===== src/rtl/renode_rst_seq_pkg.sv =====
// Shared types and constants for the Renode reset sequencer: sequencer states,
// outstanding-counter sizing and default hold times.
package renode_rst_seq_pkg;

  typedef enum logic [2:0] {
    ST_RUN      = 3'd0,
    ST_DRAIN    = 3'd1,
    ST_ASSERT   = 3'd2,
    ST_IN_RESET = 3'd3,
    ST_RELEASE  = 3'd4
  } seq_state_e;

  localparam int unsigned DefAssertCycles   = 32'd2;
  localparam int unsigned DefDeassertCycles = 32'd2;
  localparam int unsigned DefMaxOutstanding = 32'd16;
  localparam int unsigned DefDrainTimeout   = 32'd1024;

  // Bits needed to hold 0..max_val; never narrower than one bit.
  function automatic int unsigned cnt_width(input int unsigned max_val);
    return (max_val < 32'd1) ? 32'd1 : $clog2(max_val + 32'd1);
  endfunction

endpackage


===== src/rtl/renode_outstanding_counter.sv =====
// Up/down outstanding-transaction counter: saturates at MaxOutstanding (flagging
// the lost increment on ovf_o), holds at zero, and clears while clr_i is high.
module renode_outstanding_counter
  import renode_rst_seq_pkg::*;
#(
  parameter int unsigned MaxOutstanding = DefMaxOutstanding,
  parameter int unsigned CntW           = cnt_width(MaxOutstanding)
) (
  input  logic            clk_i,
  input  logic            rst_i,
  input  logic            clr_i,
  input  logic            inc_i,
  input  logic            dec_i,
  output logic [CntW-1:0] cnt_o,
  output logic            ovf_o
);

  localparam logic [CntW-1:0] CntMax = CntW'(MaxOutstanding);

  logic [CntW-1:0] cnt_r;
  logic [CntW-1:0] cnt_next_s;
  logic            ovf_s;

  // Next count: simultaneous inc and dec cancel out.
  always_comb begin
    cnt_next_s = cnt_r;
    ovf_s      = 1'b0;
    if (clr_i) begin
      cnt_next_s = '0;
    end else if (inc_i && !dec_i) begin
      if (cnt_r == CntMax) begin
        ovf_s = 1'b1;
      end else begin
        cnt_next_s = cnt_r + CntW'(1);
      end
    end else if (dec_i && !inc_i) begin
      if (cnt_r != '0) begin
        cnt_next_s = cnt_r - CntW'(1);
      end else begin
        cnt_next_s = '0;
      end
    end else begin
      cnt_next_s = cnt_r;
    end
  end

  // Count register.
  always_ff @(posedge clk_i or posedge rst_i) begin
    if (rst_i) begin
      cnt_r <= '0;
    end else begin
      cnt_r <= cnt_next_s;
    end
  end

  assign cnt_o = cnt_r;
  assign ovf_o = ovf_s;

endmodule


===== src/rtl/renode_reset_sequencer.sv =====
// Reset sequencer between the Renode reset handshake and NumPorts AXI managers:
// gates and drains selected ports, then holds/releases their active-low resets.
module renode_reset_sequencer
  import renode_rst_seq_pkg::*;
#(
  parameter int unsigned NumPorts       = 32'd1,
  parameter int unsigned AssertCycles   = DefAssertCycles,
  parameter int unsigned DeassertCycles = DefDeassertCycles,
  parameter int unsigned MaxOutstanding = DefMaxOutstanding,
  parameter int unsigned DrainTimeout   = DefDrainTimeout
) (
  input  logic                clk_i,
  input  logic                rst_i,
  input  logic                assert_req_i,
  output logic                assert_ack_o,
  input  logic                deassert_req_i,
  output logic                deassert_ack_o,
  input  logic [NumPorts-1:0] port_mask_i,
  input  logic [NumPorts-1:0] aw_hs_i,
  input  logic [NumPorts-1:0] b_hs_i,
  input  logic [NumPorts-1:0] ar_hs_i,
  input  logic [NumPorts-1:0] r_last_hs_i,
  output logic [NumPorts-1:0] gate_o,
  output logic [NumPorts-1:0] mgr_rst_no,
  output logic                busy_o,
  output logic                timeout_o,
  output logic                overflow_o
);

  localparam int unsigned CntW    = cnt_width(MaxOutstanding);
  localparam int unsigned HoldMax = (AssertCycles > DeassertCycles) ? AssertCycles : DeassertCycles;
  localparam int unsigned HoldW   = cnt_width(HoldMax);
  localparam int unsigned DrainW  = cnt_width(DrainTimeout);
  localparam logic [HoldW-1:0]  AssertLast   = HoldW'(AssertCycles - 32'd1);
  localparam logic [HoldW-1:0]  DeassertLast = HoldW'(DeassertCycles - 32'd1);
  localparam logic [DrainW-1:0] DrainLast    =
    DrainW'((DrainTimeout > 32'd0) ? (DrainTimeout - 32'd1) : 32'd0);

  seq_state_e          state_r, state_next_s;
  logic [NumPorts-1:0] mask_r, mask_next_s;
  logic [NumPorts-1:0] gate_r, gate_next_s;
  logic [NumPorts-1:0] mgr_rst_n_r, mgr_rst_n_next_s;
  logic                assert_ack_r, assert_ack_next_s;
  logic                deassert_ack_r, deassert_ack_next_s;
  logic                timeout_r, timeout_next_s;
  logic                busy_r, busy_next_s;
  logic                overflow_r;
  logic [HoldW-1:0]    hold_r, hold_next_s;
  logic [DrainW-1:0]   drain_r, drain_next_s;

  logic [NumPorts-1:0] wr_nz_s, rd_nz_s, wr_ovf_s, rd_ovf_s;
  logic                drain_done_s;

  for (genvar i = 0; i < NumPorts; i++) begin : g_port
    logic [CntW-1:0] wr_cnt_s, rd_cnt_s;

    renode_outstanding_counter #(
      .MaxOutstanding(MaxOutstanding),
      .CntW          (CntW)
    ) u_wr_cnt (
      .clk_i(clk_i),
      .rst_i(rst_i),
      .clr_i(~mgr_rst_n_r[i]),
      .inc_i(aw_hs_i[i]),
      .dec_i(b_hs_i[i]),
      .cnt_o(wr_cnt_s),
      .ovf_o(wr_ovf_s[i])
    );

    renode_outstanding_counter #(
      .MaxOutstanding(MaxOutstanding),
      .CntW          (CntW)
    ) u_rd_cnt (
      .clk_i(clk_i),
      .rst_i(rst_i),
      .clr_i(~mgr_rst_n_r[i]),
      .inc_i(ar_hs_i[i]),
      .dec_i(r_last_hs_i[i]),
      .cnt_o(rd_cnt_s),
      .ovf_o(rd_ovf_s[i])
    );

    assign wr_nz_s[i] = |wr_cnt_s;
    assign rd_nz_s[i] = |rd_cnt_s;
  end

  assign drain_done_s = ~|(mask_r & (wr_nz_s | rd_nz_s));

  // Next-state and next-output logic; an ack still visible masks the held request.
  always_comb begin
    state_next_s        = state_r;
    mask_next_s         = mask_r;
    gate_next_s         = gate_r;
    mgr_rst_n_next_s    = mgr_rst_n_r;
    assert_ack_next_s   = 1'b0;
    deassert_ack_next_s = 1'b0;
    timeout_next_s      = timeout_r;
    hold_next_s         = hold_r;
    drain_next_s        = drain_r;
    case (state_r)
      ST_RUN: begin
        if (assert_req_i) begin
          state_next_s = ST_DRAIN;
          mask_next_s  = port_mask_i;
          gate_next_s  = gate_r | port_mask_i;
          drain_next_s = '0;
        end else if (deassert_req_i && !deassert_ack_r) begin
          deassert_ack_next_s = 1'b1;
        end else begin
          state_next_s = ST_RUN;
        end
      end
      ST_DRAIN: begin
        if (drain_done_s) begin
          state_next_s     = ST_ASSERT;
          mgr_rst_n_next_s = mgr_rst_n_r & ~mask_r;
          hold_next_s      = '0;
        end else if ((DrainTimeout != 32'd0) && (drain_r == DrainLast)) begin
          state_next_s     = ST_ASSERT;
          mgr_rst_n_next_s = mgr_rst_n_r & ~mask_r;
          hold_next_s      = '0;
          timeout_next_s   = 1'b1;
        end else begin
          drain_next_s = drain_r + DrainW'(1);
        end
      end
      ST_ASSERT: begin
        if (hold_r == AssertLast) begin
          state_next_s      = ST_IN_RESET;
          assert_ack_next_s = 1'b1;
        end else begin
          hold_next_s = hold_r + HoldW'(1);
        end
      end
      ST_IN_RESET: begin
        if (assert_req_i && !assert_ack_r) begin
          assert_ack_next_s = 1'b1;
        end else if (deassert_req_i && !deassert_ack_r) begin
          state_next_s = ST_RELEASE;
          hold_next_s  = '0;
        end else begin
          state_next_s = ST_IN_RESET;
        end
      end
      ST_RELEASE: begin
        if (hold_r == DeassertLast) begin
          state_next_s        = ST_RUN;
          mgr_rst_n_next_s    = mgr_rst_n_r | mask_r;
          gate_next_s         = gate_r & ~mask_r;
          deassert_ack_next_s = 1'b1;
          timeout_next_s      = 1'b0;
        end else begin
          hold_next_s = hold_r + HoldW'(1);
        end
      end
      default: begin
        state_next_s     = ST_IN_RESET;
        gate_next_s      = '1;
        mgr_rst_n_next_s = '0;
      end
    endcase
    busy_next_s = (state_next_s != ST_RUN) && (state_next_s != ST_IN_RESET);
  end

  // Sequencer state and registered outputs.
  always_ff @(posedge clk_i or posedge rst_i) begin
    if (rst_i) begin
      state_r        <= ST_IN_RESET;
      mask_r         <= '1;
      gate_r         <= '1;
      mgr_rst_n_r    <= '0;
      assert_ack_r   <= 1'b0;
      deassert_ack_r <= 1'b0;
      timeout_r      <= 1'b0;
      busy_r         <= 1'b0;
      hold_r         <= '0;
      drain_r        <= '0;
    end else begin
      state_r        <= state_next_s;
      mask_r         <= mask_next_s;
      gate_r         <= gate_next_s;
      mgr_rst_n_r    <= mgr_rst_n_next_s;
      assert_ack_r   <= assert_ack_next_s;
      deassert_ack_r <= deassert_ack_next_s;
      timeout_r      <= timeout_next_s;
      busy_r         <= busy_next_s;
      hold_r         <= hold_next_s;
      drain_r        <= drain_next_s;
    end
  end

  // Sticky record of any lost increment on any counter.
  always_ff @(posedge clk_i or posedge rst_i) begin
    if (rst_i) begin
      overflow_r <= 1'b0;
    end else begin
      overflow_r <= overflow_r | (|wr_ovf_s) | (|rd_ovf_s);
    end
  end

  assign assert_ack_o   = assert_ack_r;
  assign deassert_ack_o = deassert_ack_r;
  assign gate_o         = gate_r;
  assign mgr_rst_no     = mgr_rst_n_r;
  assign busy_o         = busy_r;
  assign timeout_o      = timeout_r;
  assign overflow_o     = overflow_r;

endmodule

===== config.mk =====
export PLATFORM = sky130hd
export DESIGN_NAME = renode_reset_sequencer
export DESIGN_NICKNAME = d
export VERILOG_FILES = /design/src/rtl/renode_rst_seq_pkg.sv /design/src/rtl/renode_outstanding_counter.sv /design/src/rtl/renode_reset_sequencer.sv
export SDC_FILE = /design/constraint.sdc
export NUM_CORES = 1
export LEC_CHECK = 0
export CAP_MARGIN = 30
export CORE_MARGIN = 5
export CORE_UTILIZATION = 60
export DETAILED_ROUTE_END_ITERATION = 10
export HOLD_SLACK_MARGIN = 0.12
export PLACE_DENSITY = 0.91
export SYNTH_ARGS = -nofsm -noshare
export SYNTH_HDL_FRONTEND = slang
export SYNTH_HIERARCHICAL = 1
export SYNTH_SLANG_ARGS = --single-unit

===== constraint.sdc =====
create_clock -name clk_i -period 3 [get_ports clk_i]
set_input_delay 0.45 -clock clk_i [delete_from_list [all_inputs] [get_ports clk_i]]
set_output_delay 0.45 -clock clk_i [all_outputs]
set_load 0.02 [all_outputs]

==> results of run 1 <==
==> cell families (layout without fill, tap and decap cells) <==
kind of cell,after synthesis,count (layout),share of synthesized area
xor gates and xnor gates,8,8,0.0332
muxes,7,7,0.0344
adders and majority gates,6,6,0.0355
AOI/OAI and AO/OA,65,65,0.233
DFF,34,34,0.405
and+or+nand+nor,80,80,0.222
buffers and inverters,18,37,0.0373
==> worst register-to-register path: cells and delay by family, from the launching register on <==
family	cells	cell delay (ps)
flip-flops	1	660
AND/OR/NAND/NOR	2	900
AO/OA/AOI/OAI	3	660
==> power breakdown <==
part	internal [mW]	leakage, nW	switching (mW)	total (mW)
combinational	0.430	0.523	0.508	0.937
clock	0.160	0.0446	0.148	0.308
sequential	0.629	0.437	0.214	0.843
==> how the worst max path moves through the flow <==
stage / from / to / slack, ps / cells past startpoint
final: state_r[0] / drain_r[7] / 720 / 5
after detailed placement: assert_req_i / drain_r[7] / 710 / 5
after global placement: assert_req_i / drain_r[7] / 750 / 5
after global routing: state_r[0] / drain_r[7] / 590 / 5
after floorplan: g_port[0].u_rd_cnt/cnt_o[0] / drain_r[5] / 1000 / 6
after CTS: state_r[0] / drain_r[7] / 720 / 5
==> through the flow <==
stage | util | setup slack [ps] | std cells | instance area, sq um | total power [mW]
detailed placement | 0.683 | 713 | 275 | 2300 | 1.77
global route | 0.706 | 594 | 283 | 2380 | 2.29
CTS | 0.706 | 719 | 283 | 2380 | 2.10
global placement | 0.683 | 751 | 275 | 2300 | 1.74
floorplan | - | 1000 | 218 | 2110 | 1.55
finish | 0.706 | 717 | 283 | 2380 | 2.09
==> layout make-up <==
cell class,instances,area (sq um)
Fill cell,271,987
Inverter,13,48.8
Timing Repair Buffer,16,158
Tap cell,46,57.6
Sequential cell,34,856
Clock buffer,8,78.8
Multi-Input combinational cell,166,1180
==> Yosys cell counts, types with 3 or more instances <==
cell type,n,area share
dfrtp_1,30,0.36
nand2_1,20,0.036
inv_1,13,0.023
a21oi_1,12,0.028
nor2_1,10,0.018
nand4_1,7,0.021
xnor2_1,7,0.029
ha_1,6,0.036
nand2b_1,6,0.018
nor3_1,6,0.014
o21ai_1,6,0.014
a22oi_1,5,0.018
a31oi_1,5,0.015
mux2i_1,5,0.024
nor2b_1,5,0.015
dfstp_2,4,0.050
nand3_1,4,0.0095
o21ai_0,4,0.0095
o31ai_1,4,0.014
or4_1,4,0.014
a21o_1,3,0.011
nand3b_1,3,0.011
o22ai_1,3,0.0089
or3_1,3,0.0089
==> flip-flops by register name, indices dropped and copies added (netlist names) <==
register               flops
mgr_rst_no                 1
drain_r                   11
deassert_ack_o             1
gate_o                     1
state_r                    3
g_port.u_rd_cnt/cnt_o      5
busy_o                     1
mask_r                     1
overflow_o                 1
g_port.u_wr_cnt/cnt_o      5
assert_ack_o               1
hold_r                     2
timeout_o                  1
==> routing by layer <==
metal / global-route usage / up-vias / wire (um)
met5: 0 / - / 0
met4: 0.0868 / 0 / 103
met3: 0.0551 / 11 / 186
met2: 0.333 / 43 / 2010
met1: 0.252 / 867 / 1930
li1: - / 856 / -
==> flow_metrics.py, run 1 <==
metrics = {
    "status": {
        "outcome": "complete, no violations",
    },
    "critical_path": {
        "critPathLaunchType": "flop",
        "worst_ep_arrival_time_ps": 2550,
        "required_ps": 3270,
        "rr_worst_depth": 5,
        "slowest_stage": "dfstp_2",
        "r2r_end": "drain_r[7]",
        "crit_path_end_kind": "flop",
        "critPathKind": "reg2reg",
        "reg2reg_slack_ps": 720,
        "critPathTopFamily": "simple AND/OR/NAND/NOR gates",
        "r2r_start": "state_r[0]",
        "crit_buf_inv": 0,
        "max_stage_delay_ps": 660,
        "critPathMaxFanout": 17,
        "crit_path_cell_trace": "nor3b_4 -> o31ai_2 -> a22o_4 -> or4_1 -> a21oi_1",
    },
    "cts": {
        "cts_max_level": 2,
        "clk_pin_slew_worst_paths_ps": 100,
        "cts_tree": "yes",
        "cts.sinks": 34,
        "clock_path_buffers": 2,
        "cts_inserted_buffers": 5,
        "cts_root_buffer": "clkbuf_4",
        "clk_latency_ps": 340,
        "post_cts_resized": 0,
        "cts_hold_buf": 0,
        "cts_setup_buffers": 0,
    },
    "floorplan": {
        "rows": 21,
        "die_height_um": 69.3,
        "chipWidth_um": 69.3,
        "die_area_sq_mm": 0.00481,
        "io_pins": 16,
        "initial_utilization": 0.628,
        "core_sq_mm": 0.00336,
    },
    "grt": {
        "antenna_found_initial": 0,
        "grt_max_degree": 25,
        "grt_pass1_wl_um": 8040,
        "track_usage": 0.204,
        "grt_pass1_vias": 1799,
        "grt_overflow": 0,
    },
    "finish": {
        "layout_commonest_cell": "dfrtp_1",
        "drive_above_1_share": 0.0928,
        "diodes": 0,
        "fin_nets": 251,
        "syn_to_final_growth_pct": 12.5,
        "layout_common_cells": "dfrtp_1 (30), nand2_1 (20), clkdlybuf4s50_1 (15), inv_1 (13), a21oi_1 (12)",
    },
    "timing": {
        "hold_ws_ps": 376,
        "fin_setup_tns_ps": 0,
        "rsz0062_at_grt": "no",
        "skew_ps": 8.41,
        "timing.fmax_mhz": 438,
        "tightest_slew_ps": 875,
        "slew_headroom": 0.416,
        "finalSetupViolations": 0,
        "fin_crit_sh": 0.761,
        "fin_crit_ps": 2280,
        "maxSlewViolCount": 0,
        "hold_viol_final": 0,
    },
    "routing": {
        "wirelength_um": 4220,
        "vias": 1777,
        "via_per_inst": 6.28,
        "drc": 0,
        "post_drt_wl_per_cell_um": 14.9,
        "first_iter_violations": 151,
        "ant_nets": 0,
        "drt_first_pass_iters": 4,
    },
    "placed_design": {
        "port-buffer-count": 15,
        "dp_hpwl_um": 3050,
        "place_congestion": 0.837,
    },
    "logic_synthesis": {
        "synthCells": 218,
        "synthArstFlopShare": 1.00,
        "ys.warnings.count": 6,
        "synthDistinctLibCells": 55,
        "yosys_most_used_dff": "dfrtp_1",
        "synth_seq_cells": 34,
        "ys_seq_area_frac": 0.405,
        "synth-edff-count": 0,
        "synth.avg_cell_area_sq_um": 9.69,
        "syn_nets": 233,
        "synth_area_sq_mm": 0.00211,
    },
    "run": {
        "cap_violations": 0,
    },
    "power_and_ir_drop": {
        "powerDensity_mw_per_mm2": 879,
        "peakVddDrop_uv": 683,
        "leakage_nw": 1.00,
    },
    "hold_path": {
        "hold_class": "in2async",
    },
}
Note: power is estimated with default switching activity, not from simulation.
==> run 2, diff against run 1 <==
--- a/config.mk
+++ b/config.mk
@@ -7,10 +7,10 @@
 export LEC_CHECK = 0
 export CAP_MARGIN = 30
 export CORE_MARGIN = 5
-export CORE_UTILIZATION = 60
+export CORE_UTILIZATION = 58
 export DETAILED_ROUTE_END_ITERATION = 10
 export HOLD_SLACK_MARGIN = 0.12
-export PLACE_DENSITY = 0.91
+export PLACE_DENSITY = 0.88
 export SYNTH_ARGS = -nofsm -noshare
 export SYNTH_HDL_FRONTEND = slang
 export SYNTH_HIERARCHICAL = 1
==> constraint.sdc (replaced) <==
create_clock -name clk_i -period 2.37 [get_ports clk_i]
set_input_delay 0.3555 -clock clk_i [delete_from_list [all_inputs] [get_ports clk_i]]
set_output_delay 0.3555 -clock clk_i [all_outputs]
set_load 0.02 [all_outputs]
==> flow_metrics.py, run 2 (synthesized netlist as in run 1, its figures left out) <==
metrics = {
    "critical_path": {
        "critPathMaxFanout": 17,
        "critPathLaunchType": "flop",
        "critPathTopFamily": "compound AO/OA/AOI/OAI gates",
        "required_ps": 2550,
        "slowest_stage": "or4_4",
        "crit_cells": 5,
        "crit_path_end_kind": "flop",
        "crit_path_cell_trace": "or4_4 -> o41ai_4 -> a22o_4 -> o31ai_1 -> a21o_1",
        "crit_buf_inv": 0,
        "rr_worst_depth": 5,
        "critPathKind": "reg2reg",
        "worst_ep_arrival_time_ps": 2300,
        "max_stage_delay_ps": 560,
    },
    "grt": {
        "track_usage": 0.191,
        "grt_max_degree": 25,
        "grt_overflow": 0,
        "antenna_found_initial": 0,
        "grt_pass1_vias": 1634,
        "grt_pass1_wl_um": 7570,
    },
    "cts": {
        "cts_hold_buf": 0,
        "post_cts_resized": 0,
        "cts_setup_buffers": 0,
        "cts_tree": "yes",
        "cts_inserted_buffers": 5,
        "clock_path_buffers": 2,
        "cts_root_buffer": "clkbuf_8",
        "clk_pin_slew_worst_paths_ps": 70,
        "clk_latency_ps": 280,
        "cts_max_level": 2,
        "cts.sinks": 34,
    },
    "timing": {
        "maxSlewViolCount": 0,
        "rsz0062_at_grt": "no",
        "tightest_slew_ps": 544,
        "fin_setup_tns_ps": 0,
        "hold_ws_ps": 344,
        "fin_crit_sh": 0.895,
        "hold_viol_final": 0,
        "fin_crit_ps": 2120,
        "skew_ps": 7.40,
        "timing.fmax_mhz": 471,
        "slew_headroom": 0.635,
        "finalSetupViolations": 0,
    },
    "finish": {
        "fin_nets": 256,
        "final_core_util": 0.673,
        "syn_to_final_growth_pct": 14.9,
        "largest_reg_flops": 11,
        "diodes": 0,
        "drive_above_1_share": 0.103,
        "layout_commonest_cell": "dfrtp_1",
        "layout_common_cells": "dfrtp_1 (30), nand2_1 (20), clkdlybuf4s50_1 (15), inv_1 (13), a21oi_1 (12)",
        "top_register": "drain_r",
        "stdcell_count": 290,
    },
    "routing": {
        "drc": 0,
        "vias": 1748,
        "via_per_inst": 6.03,
        "first_iter_violations": 85,
        "post_drt_wl_per_cell_um": 14.7,
        "ant_nets": 0,
        "drt_first_pass_iters": 4,
        "wirelength_um": 4260,
    },
    "floorplan": {
        "rows": 22,
        "chipWidth_um": 70.3,
        "core_sq_mm": 0.00361,
        "initial_utilization": 0.586,
        "die_height_um": 70.3,
        "die_area_sq_mm": 0.00495,
        "io_pins": 16,
    },
    "placed_design": {
        "place_inst": 282,
        "port-buffer-count": 15,
        "dp_hpwl_um": 3120,
        "place_congestion": 0.860,
    },
    "status": {
        "outcome": "complete, no violations",
    },
    "power_and_ir_drop": {
        "power.total_mw": 2.70,
        "peakVddDrop_uv": 792,
        "powerDensity_mw_per_mm2": 1110,
        "leakage_nw": 1.03,
    },
    "run": {
        "cap_violations": 0,
    },
    "hold_path": {
        "hold_class": "in2async",
    },
}
-- run 2: cell count changes in the layout (fill, tap and decap cells not counted) --
cell and delta:
clkbuf_1 +2, clkbuf_8 +3, clkbuf_4 -5, buf_4 +5
-- run 2: stage by stage --
step           setup slack, ps  instance area [sq um]
6_report                   249                   2430
5_1_grt                    120                   2430
4_1_cts                    252                   2430
3_5_place_dp               251                   2340
3_3_place_gp               296                   2340
2_1_floorplan              373                   2110
-- run 2: power by group --
part / internal, mW / switching (mW)
clock: 0.237 / 0.197
combinational: 0.566 / 0.675
sequential: 0.796 / 0.231
total: 1.60 / 1.10
-- run 2: worst register-to-register path, cell delays in order (launching register included) --
cell,delay (ps)
dfrtp_1,430
or4_4,560
o41ai_4,440
a22o_4,290
o31ai_1,110
a21o_1,190
-- run 2: final timing paths --
check / startpoint / endpoint / slack (ps)
setup / recovery: g_port[0].u_rd_cnt/cnt_o[0] / hold_r[0] / 250
hold / removal: rst_i / g_port[0].u_wr_cnt/cnt_o[2] / 340
setup reg to reg: g_port[0].u_rd_cnt/cnt_o[0] / hold_r[0] / 250
hold reg to reg: overflow_o / overflow_o / 480
max in group asynchronous: rst_i / state_r[0] / 1590
min in group clk_i: overflow_o / overflow_o / 480
-- run 2: cell type report --
type,instances,area (sq um)
Inverter,13,48.8
Sequential cell,34,856
Fill cell,275,1180
Multi-Input combinational cell,166,1180
Tap cell,48,60.1
Timing Repair Buffer,21,195
Clock buffer,8,90.1
-- run 2: layer usage --
metal | vias up | GRT usage | wire (um)
met4 | 0 | 0.0809 | 85
met2 | 37 | 0.286 | 2020
met3 | 8 | 0.0647 | 200
met1 | 842 | 0.252 | 1960
met5 | - | 0 | 0
li1 | 861 | - | -
